## src/rtl/bcd_range_counter_pkg.sv

```systemverilog
// Shared BCD helpers for the range counters: digit width, int->BCD conversion,
// nibble validity and the parameter range rule used at elaboration.
// Pure constants/functions; no latency, no flow control.
package bcd_cnt_pkg;

    localparam int BCD_DIGIT_W = 4;

    // Two-digit packed BCD {tens, ones} of a decimal value 0..99.
    function automatic logic [2*BCD_DIGIT_W-1:0] to_bcd2(input int v);
        logic [BCD_DIGIT_W-1:0] tens;
        logic [BCD_DIGIT_W-1:0] ones;
        tens = BCD_DIGIT_W'((v / 10) % 10);
        ones = BCD_DIGIT_W'(v % 10);
        return {tens, ones};
    endfunction

    // True when both nibbles are legal decimal digits.
    function automatic logic bcd2_valid(input logic [2*BCD_DIGIT_W-1:0] v);
        return (v[2*BCD_DIGIT_W-1:BCD_DIGIT_W] <= 4'd9) && (v[BCD_DIGIT_W-1:0] <= 4'd9);
    endfunction

    // Legal counter range: 0 <= min < max <= 99.
    function automatic bit range_ok(input int min_v, input int max_v);
        return (min_v >= 0) && (min_v < max_v) && (max_v <= 99);
    endfunction

endpackage

```

## src/rtl/bcd_range_counter_if.sv

```systemverilog
// Control/data bundle between a BCD range counter and whoever drives it.
// Master drives EN/incre/(decre)/load/D; slave returns Q, ENL and load_err.
// decre exists only when BCD_CNT_DECRE_EN is defined.
interface bcd_range_counter_if;

    logic       EN;
    logic       incre;
    logic       load;
    logic [7:0] D;
    logic [7:0] Q;
    logic       ENL;
    logic       load_err;
`ifdef BCD_CNT_DECRE_EN
    logic       decre;

    modport master (output EN, incre, decre, load, D, input Q, ENL, load_err);
    modport slave  (input EN, incre, decre, load, D, output Q, ENL, load_err);
`else
    modport master (output EN, incre, load, D, input Q, ENL, load_err);
    modport slave  (input EN, incre, load, D, output Q, ENL, load_err);
`endif

endinterface

```

## src/rtl/bcd_range_counter_digit.sv

```systemverilog
// Single BCD decade stepper: +1 wraps 9->0 with carry, -1 wraps 0->9 with borrow.
// Purely combinational (zero latency); the caller owns the register.
// No flow control. Ports: d_in, inc, dec in; d_out, carry, borrow out.
module bcd_digit
    import bcd_cnt_pkg::*;
(
    input  logic [BCD_DIGIT_W-1:0] d_in,
    input  logic                   inc,
    input  logic                   dec,
    output logic [BCD_DIGIT_W-1:0] d_out,
    output logic                   carry,
    output logic                   borrow
);

    always_comb begin
        d_out  = d_in;
        carry  = 1'b0;
        borrow = 1'b0;
        if (inc) begin
            // >= rather than == keeps a corrupted nibble from counting past 9
            if (d_in >= 4'd9) begin
                d_out = '0;
                carry = 1'b1;
            end else begin
                d_out = d_in + 4'd1;
            end
        end else if (dec) begin
            if (d_in == 4'd0) begin
                d_out  = 4'd9;
                borrow = 1'b1;
            end else begin
                d_out = d_in - 4'd1;
            end
        end
    end

endmodule

```

## src/rtl/bcd_range_counter.sv

```systemverilog
// Two-digit BCD counter over MIN_VAL..MAX_VAL with wrap, cascade enable, manual step, checked load.
// Latency: one CP edge from any strobe to Q; load_err one edge after the strobe; ENL combinational.
// No backpressure: one action per edge (reset > load > incre > decre > EN), lower ones dropped.
// Ports: CP, reset (sync, active-high), bus (slave: EN, incre, [decre], load, D -> Q, ENL, load_err).
// Optional macro BCD_CNT_DECRE_EN adds the decre down-step.
module bcd_range_counter
    import bcd_cnt_pkg::*;
#(
    parameter int MIN_VAL = 0,
    parameter int MAX_VAL = 59
) (
    input  logic                 CP,
    input  logic                 reset,
    bcd_range_counter_if.slave   bus
);

    if (!range_ok(MIN_VAL, MAX_VAL)) begin : g_bad_range
        $error("bcd_range_counter: need 0 <= MIN_VAL < MAX_VAL <= 99");
    end

    localparam logic [7:0] MIN_BCD = to_bcd2(MIN_VAL);
    localparam logic [7:0] MAX_BCD = to_bcd2(MAX_VAL);

    logic [7:0] q;
    logic       load_err;
    logic       up_req;
    logic       dn_req;
    logic       dn_strobe;

`ifdef BCD_CNT_DECRE_EN
    assign dn_strobe = bus.decre;
`else
    assign dn_strobe = 1'b0;
`endif

    // incre beats decre, decre beats EN; load/reset are resolved in the register.
    assign up_req = bus.incre | (~dn_strobe & bus.EN);
    assign dn_req = ~bus.incre & dn_strobe;

    logic [BCD_DIGIT_W-1:0] ones_nxt;
    logic [BCD_DIGIT_W-1:0] tens_nxt;
    logic                   ones_carry;
    logic                   ones_borrow;
    logic                   unused_tens_carry;
    logic                   unused_tens_borrow;

    bcd_digit u_ones (
        .d_in   (q[BCD_DIGIT_W-1:0]),
        .inc    (up_req),
        .dec    (dn_req),
        .d_out  (ones_nxt),
        .carry  (ones_carry),
        .borrow (ones_borrow)
    );

    // Tens only moves when the ones digit wraps; its own wrap is superseded
    // by the range wrap below, so carry/borrow out of tens go nowhere.
    bcd_digit u_tens (
        .d_in   (q[2*BCD_DIGIT_W-1:BCD_DIGIT_W]),
        .inc    (up_req & ones_carry),
        .dec    (dn_req & ones_borrow),
        .d_out  (tens_nxt),
        .carry  (unused_tens_carry),
        .borrow (unused_tens_borrow)
    );

    // Valid BCD orders the same as the decimal it encodes, so plain unsigned
    // compares against the BCD bounds are exact once both nibbles are checked.
    logic load_ok;
    assign load_ok = bcd2_valid(bus.D) && (bus.D >= MIN_BCD) && (bus.D <= MAX_BCD);

    always_ff @(posedge CP) begin
        if (reset) begin
            q        <= MIN_BCD;
            load_err <= 1'b0;
        end else begin
            load_err <= 1'b0;
            if (bus.load) begin
                if (load_ok) q        <= bus.D;
                else         load_err <= 1'b1;
            end else if (up_req) begin
                q <= (q == MAX_BCD) ? MIN_BCD : {tens_nxt, ones_nxt};
            end else if (dn_req) begin
                q <= (q == MIN_BCD) ? MAX_BCD : {tens_nxt, ones_nxt};
            end
        end
    end

    assign bus.Q        = q;
    assign bus.load_err = load_err;
    // Carry-out only for an EN-driven wrap, so a downstream stage steps on the same edge.
    assign bus.ENL      = bus.EN & (q == MAX_BCD) & ~reset & ~bus.load & ~bus.incre & ~dn_strobe;

endmodule

```

## src/flat_wrapper.sv

```systemverilog
// flat-port wrapper written by rule: the top's interface ports become plain ports
module bcd_range_counter_flat import bcd_cnt_pkg::*;
#(
    parameter int MIN_VAL = 0,
    parameter int MAX_VAL = 59
)
  (CP, reset, bus_EN, bus_incre, bus_load, bus_D, bus_Q, bus_ENL, bus_load_err);
  bcd_range_counter_if bus_i ();
  input  logic CP;
  input  logic reset;
  input wire logic [$bits(bus_i.EN)-1:0] bus_EN;
  input wire logic [$bits(bus_i.incre)-1:0] bus_incre;
  input wire logic [$bits(bus_i.load)-1:0] bus_load;
  input wire logic [$bits(bus_i.D)-1:0] bus_D;
  output wire logic [$bits(bus_i.Q)-1:0] bus_Q;
  output wire logic [$bits(bus_i.ENL)-1:0] bus_ENL;
  output wire logic [$bits(bus_i.load_err)-1:0] bus_load_err;
  assign bus_i.EN = bus_EN;
  assign bus_i.incre = bus_incre;
  assign bus_i.load = bus_load;
  assign bus_i.D = bus_D;
  assign bus_Q = bus_i.Q;
  assign bus_ENL = bus_i.ENL;
  assign bus_load_err = bus_i.load_err;
  bcd_range_counter #(.MIN_VAL(MIN_VAL), .MAX_VAL(MAX_VAL)) u_core (.CP(CP), .reset(reset), .bus(bus_i));
endmodule
```

## config.mk

```make
export PLATFORM = sky130hd
export DESIGN_NAME = bcd_range_counter_flat
export DESIGN_NICKNAME = d
export VERILOG_FILES = /design/src/rtl/bcd_range_counter_pkg.sv /design/src/rtl/bcd_range_counter_if.sv /design/src/rtl/bcd_range_counter_digit.sv /design/src/rtl/bcd_range_counter.sv /design/src/flat_wrapper.sv
export SDC_FILE = /design/constraint.sdc
export NUM_CORES = 1
export LEC_CHECK = 0
export ABC_AREA = 1
export CORE_MARGIN = 2
export CORE_UTILIZATION = 48
export DETAILED_ROUTE_END_ITERATION = 6
export GPL_TIMING_DRIVEN = 1
export PLACE_DENSITY_LB_ADDON = 0.12
export SYNTH_ARGS = -nofsm -noshare
export SYNTH_HDL_FRONTEND = slang
export SYNTH_SLANG_ARGS = --single-unit
```

## constraint.sdc

```tcl
create_clock -name CP -period 2.4 [get_ports CP]
set_clock_uncertainty 0.2 [all_clocks]
set_input_delay 0.24 -clock CP [delete_from_list [all_inputs] [get_ports CP]]
set_output_delay 0.24 -clock CP [all_outputs]
set_load 0.005 [all_outputs]
```

* Word level (Yosys, flattened, before mapping)
Cells that the tools add are included.
** Cells by class
- Equality and inequality tests :: 2
- Add/sub/neg operators :: 2
- $lt $le $gt $ge :: 6
- Muxes and demuxes :: 10
- Reduce and logical (&&, ||, !) cells :: 8
- Bitwise gates (word level) :: 9
** Operator list (count)
- 8-bit 2-to-1 mux :: 4
- 4-bit 2-to-1 mux :: 3
- 4-bit by 1-bit adder with 4-bit output, second input constant :: 2
- 8-bit by 7-bit == test with 1-bit output, second input constant :: 1
- 4-bit >= comparator, second input constant :: 2
- 8-bit by 1-bit >= comparator with 1-bit output, second input constant :: 1
- 4-bit less-or-equal comparator, second input constant :: 2
- 8-bit by 7-bit less-or-equal comparator with 1-bit output, second input constant :: 1
- 1-bit AND :: 5
- 1-bit logical AND :: 3
- 1-bit 2-to-1 mux :: 3
- 1-bit NOT :: 3
- 3-bit AND reduction :: 1
- 3-bit nonzero test :: 1
- 2-bit by 1-bit != test with 1-bit output, second input constant :: 1
- 2-bit AND reduction :: 1
- 2-bit nonzero test :: 1
- 2-bit OR reduction :: 1
- 1-bit bitwise OR :: 1
** Storage, ports and cells
- Register bits :: 9

* Depth between registers and ports, before layout
- Depth after elaboration :: 8
- Gate-level depth with buffers :: 10

* Modules after synthesis
Synthesis repeated with hierarchy kept, for this count alone.
** Unflattened totals
- Cells, all modules :: 222
- Area total of the unflattened synthesis :: 1227.4 um^2
** By module, submodules not included
- bcd_range_counter :: cells an instance 116, times used 1, area an instance 624.3 um^2
- bcd_digit :: cells an instance 53, times used 2, area an instance 301.5 um^2

* Worst setup path before layout
No wires, ideal clock.
- Path type :: flip-flop to flip-flop
- Start :: reg u_core.q[0] (netlist: u_core.bus.Q[0])
- End :: reg u_core.q[4] (netlist: u_core.bus.Q[4])
- Stages on the path, launching flop included :: 8
- Arrival time :: 1212 ps
- Library setup time :: 113 ps
- Setup slack :: 876 ps
- Period minus slack after synthesis :: 1524 ps
- Cell sequence :: dfxtp_1 > ha_1 > nand2_1 > nand3b_2 > nand3_2 > nand2_4 > nor2_1 > nor2_1
** Between the ends
- Longest elaborated chain between the ends :: 6
- Elaborated cells between the ends (all ways) :: 10
- Classes of those cells :: 1 x order compare; 1 x eq/ne; 5 x mux; 1 x bitwise; 2 x reduce/logical
** Ends and longest elaborated chain
- start, declared :: line bcd_range_counter.sv:24 : logic [7:0] q;
- start signal, assigned :: line bcd_range_counter.sv:79 : if (load_ok) q <= bus.D;
- start signal, assigned :: line bcd_range_counter.sv:82 : q <= (q == MAX_BCD) ? MIN_BCD : {tens_nxt, ones_nxt};
- start signal, assigned :: line bcd_range_counter.sv:84 : q <= (q == MIN_BCD) ? MAX_BCD : {tens_nxt, ones_nxt};
- 4-bit >= comparator :: line bcd_range_counter_digit.sv:21 : if (d_in >= 4'd9) begin
- 1-bit 2-to-1 mux :: line bcd_range_counter_digit.sv:21
- 1-bit 2-to-1 mux :: line bcd_range_counter_digit.sv:19 : if (inc) begin
- 1-bit AND :: line bcd_range_counter.sv:60 : .inc (up_req & ones_carry),
- 3-bit nonzero test (no source line)
- 3-bit AND reduction (no source line)
Parallel ways exist; a longest one is shown, timed or not. The select of a mux whose other input is x is not followed.
A chain may end at the register's enable or synchronous reset.

* Worst setup path in the final report
- Start :: reg u_core.q[5] (netlist: u_core.bus.Q[5])
- End :: out bus_ENL
** Between the ends
- Longest elaborated chain between the ends :: 5
** Ends and longest elaborated chain
- 8-bit by 7-bit == test with 1-bit output :: line bcd_range_counter.sv:92 : assign bus.ENL = bus.EN & (q == MAX_BCD) & ~reset & ~bus.load & ~bus.incre & ~dn_strobe;
- 1-bit AND (4 in series) :: line bcd_range_counter.sv:92
- end, declared :: line flat_wrapper.sv:16 : output wire logic [$bits(bus_i.ENL)-1:0] bus_ENL;
Every way passes these cells.

==> results.sh <==
export IMPL_outcome="finished clean"
export IMPL_setup_ws_ps=131
export IMPL_fillers=143
export IMPL_firstDrtPassIters=7
export IMPL_synth_seq_cells=9
export IMPL_syn_area_per_cell_um2=6.30
export IMPL_track_usage=0.209
export IMPL_rr_worst_depth=9
export IMPL_cp_data_arrival_time_ps=1830
export IMPL_fin_crit_ps=2270
export IMPL_maxSlewViolCount=0
export IMPL_ys_warn_count=0
export IMPL_clockBufferDepth=2
export IMPL_viasPerCell=4.94
export IMPL_chipHeight_um=42.9
export IMPL_max_slew_margin=0.837
export IMPL_grt_max_degree=10
export IMPL_synth_top_area_cell="dfxtp_1"
export IMPL_dp_slack_ps=319
export IMPL_multi_input_area_um2=474
export IMPL_synth_cell_type_count=18
export IMPL_synth_area_top_cells="dfxtp_1, nand2_1, nor2_1"
export IMPL_root_buffer="clkbuf_4"
export IMPL_cts_clk_slew_worst_paths_ps=70
export IMPL_synthCells=115
export IMPL_min_path_type="in2reg"
export IMPL_netlist_area_um2=724
export IMPL_grt_remaining_overflow=0
export IMPL_gp_congestion=0.831
export IMPL_route_final_wire_length_um=1690
export IMPL_hold_end="u_core.bus.load_err$_SDFF_PP0_"
export IMPL_powerDensity_nw_per_um2=470
export IMPL_cts_sinks=9
export IMPL_tns_ps=0
export IMPL_worstPathMaxFanout=7
export IMPL_synth_nets=134
export IMPL_setup_viol=0
export IMPL_rows=14
export IMPL_drv_cap=0
export IMPL_synth_top_area_frac=0.249
export IMPL_grt_pass1_wl_um=2930
export IMPL_cp_data_required_time_ps=1960
export IMPL_hold_viol_final=0
export IMPL_critPathSlowestCell="clkdlybuf4s50_1"
export IMPL_fmax_mhz=441
export IMPL_yosysSeqAreaShare=0.249
export IMPL_critPathMaxStageDelay_ps=530
export IMPL_grt_pass1_vias=712
export IMPL_drc=0
export IMPL_start_util=0.498
export IMPL_first_iter_violations=14
export IMPL_antenna_cells=0
export IMPL_hold_path_depth=2
export IMPL_leakagePower_nw=0.527
export IMPL_hp_start="reset"
export IMPL_reg2reg_to="u_core.bus.Q[4]$_SDFFE_PP0P_"
export IMPL_vias=781
export IMPL_clk_latency_ps=260
export IMPL_rsz0062_at_grt="no"
export IMPL_cp_end_kind="output port"
export IMPL_peakVddDrop_mv=0.366
export IMPL_antenna_found_initial=0
export IMPL_drt_wirelength_per_cell_um=10.7
export IMPL_rr_startpoint="u_core.bus.Q[1]$_SDFFE_PP0P_"
export IMPL_tightest_slew_ps=244
export IMPL_seq_area_um2=181
export IMPL_die_area_um2=1840
export IMPL_start_kind="flip-flop"
export IMPL_cts_max_level=1
export IMPL_numCtsBuffers=3
export IMPL_path_cells="inv_1, ha_1, nand2_1, nand3b_4, nor3_1, clkdlybuf4s50_1"
export IMPL_syn2layout_area_growth_pct=38.9
export IMPL_core_area_um2=1450
export IMPL_ios=23
export IMPL_cts_tree="yes"
export IMPL_fin_crit_sh=0.945
export IMPL_dpl_hpwl_um=1290
export IMPL_die_x_um=42.9
export IMPL_portBuffers=22
export IMPL_critPathKind="reg2out"
export IMPL_rrSetupSlack_ps=800
export IMPL_ant_nets=0
export IMPL_fin_hold_ws_ps=379
export IMPL_final_net_count=162
export IMPL_drive_above_1_share=0.113
-- cell usage in the layout, fill, tap and decap left out --
master | Yosys | routed
xor2_1 | 2 | 2
o21ai_0 | 8 | 8
nand3_1 | 8 | 8
nand2_1 | 29 | 29
nor2_4 | 1 | 1
nand3_2 | 2 | 2
inv_1 | 16 | 16
dfxtp_2 | 0 | 1
clkdlybuf4s50_1 | 0 | 22
nor3_1 | 1 | 1
a31oi_1 | 1 | 1
ha_1 | 6 | 6
nand2_4 | 2 | 2
nand2_2 | 1 | 1
buf_4 | 0 | 2
dfxtp_1 | 9 | 8
nor2_1 | 22 | 22
inv_2 | 2 | 2
nand4_1 | 3 | 3
clkinv_2 | 0 | 1
nand3b_4 | 0 | 1
clkbuf_4 | 0 | 3
-- state kept, by name, summed over array words and instances, names as in the netlist --
signal and count:
u_core.bus.Q 8, u_core.bus.load_err 1
-- metrics by stage --
step / cell area, um2 / cells / total power (W) / util
after floorplan: 724 / 115 / 0.000280 / -
after global placement: 968 / 154 / 0.000349 / 0.666
after detailed placement: 968 / 154 / 0.000351 / 0.666
after CTS: 997 / 158 / 0.000475 / 0.686
after global routing: 1010 / 158 / 0.000509 / 0.692
final: 1010 / 158 / 0.000473 / 0.692
-- cell families (layout without fill, tap and decap cells) --
kind of cell,after synthesis,count (layout),synth area share
AND/OR/NAND/NOR,70,70,0.451
XOR/XNOR,2,2,0.0242
adder cells (fa/ha/maj),6,6,0.104
flip-flops,9,9,0.249
AO/OA/AOI/OAI,9,9,0.0639
buffers and inverters,19,46,0.109
-- synthesized netlist by cell type (all sizes together) --
master,count
buf,1
dfxtp,9
nand3b,1
o21ai,8
nand4,3
nor2,23
a31oi,1
inv,18
nor3,1
nand3,10
nand2,32
xor2,2
ha,6
-- final cells by class --
| cell class | count | share of cell area |
|---|---|---|
| well taps | 16 | 0.0199 |
| clock inverters | 1 | 0.00498 |
| repair buffers | 24 | 0.234 |
| flip-flops and latches | 9 | 0.180 |
| clock buffers | 3 | 0.0224 |
| inverters | 18 | 0.0672 |
| multi-input cells | 87 | 0.471 |
-- power by group --
group | leakage (nW) | switching, W | internal (W)
clock | 0.0177 | 0.0000603 | 0.0000616
combinational | 0.434 | 0.0000813 | 0.0000841
sequential | 0.0748 | 0.0000202 | 0.000165
total | 0.527 | 0.000162 | 0.000311
-- metal layers --
layer	track usage	routed length, um	vias up
li1	-	-	414
met1	0.251	755	339
met2	0.376	822	24
met3	0.0255	82	4
met4	0.0750	25	0
met5	0	0	-
-- repair_timing --
action,4_1_cts,5_1_grt
buffers inserted,0,0
endpoints found under the setup margin,1,1
hold buffers,0,0
endpoints found under the hold margin,0,0
resized for setup,1,1
-- worst max path at each step --
stage	startpoint	cells past startpoint	slack (ps)	end
after floorplan	u_core.bus.Q[0]$_SDFFE_PP0P_	7	880	u_core.bus.Q[4]$_SDFFE_PP0P_
after global placement	u_core.bus.Q[0]$_SDFFE_PP0P_	5	300	bus_ENL
after detailed placement	u_core.bus.Q[0]$_SDFFE_PP0P_	5	320	bus_ENL
after CTS	u_core.bus.Q[5]$_SDFFE_PP0P_	6	20	bus_ENL
after global routing	u_core.bus.Q[5]$_SDFFE_PP0P_	6	20	bus_ENL
final	u_core.bus.Q[5]$_SDFFE_PP0P_	6	130	bus_ENL
-- worst max-delay path: cells and delay by family (launching register included) --
family,cells,cell delay [ps]
AND/OR/NAND/NOR,3,420
buffers and inverters,2,640
adder cells (fa/ha/maj),1,190
flip-flops,1,330
Note: power is estimated with default switching activity, not from simulation.
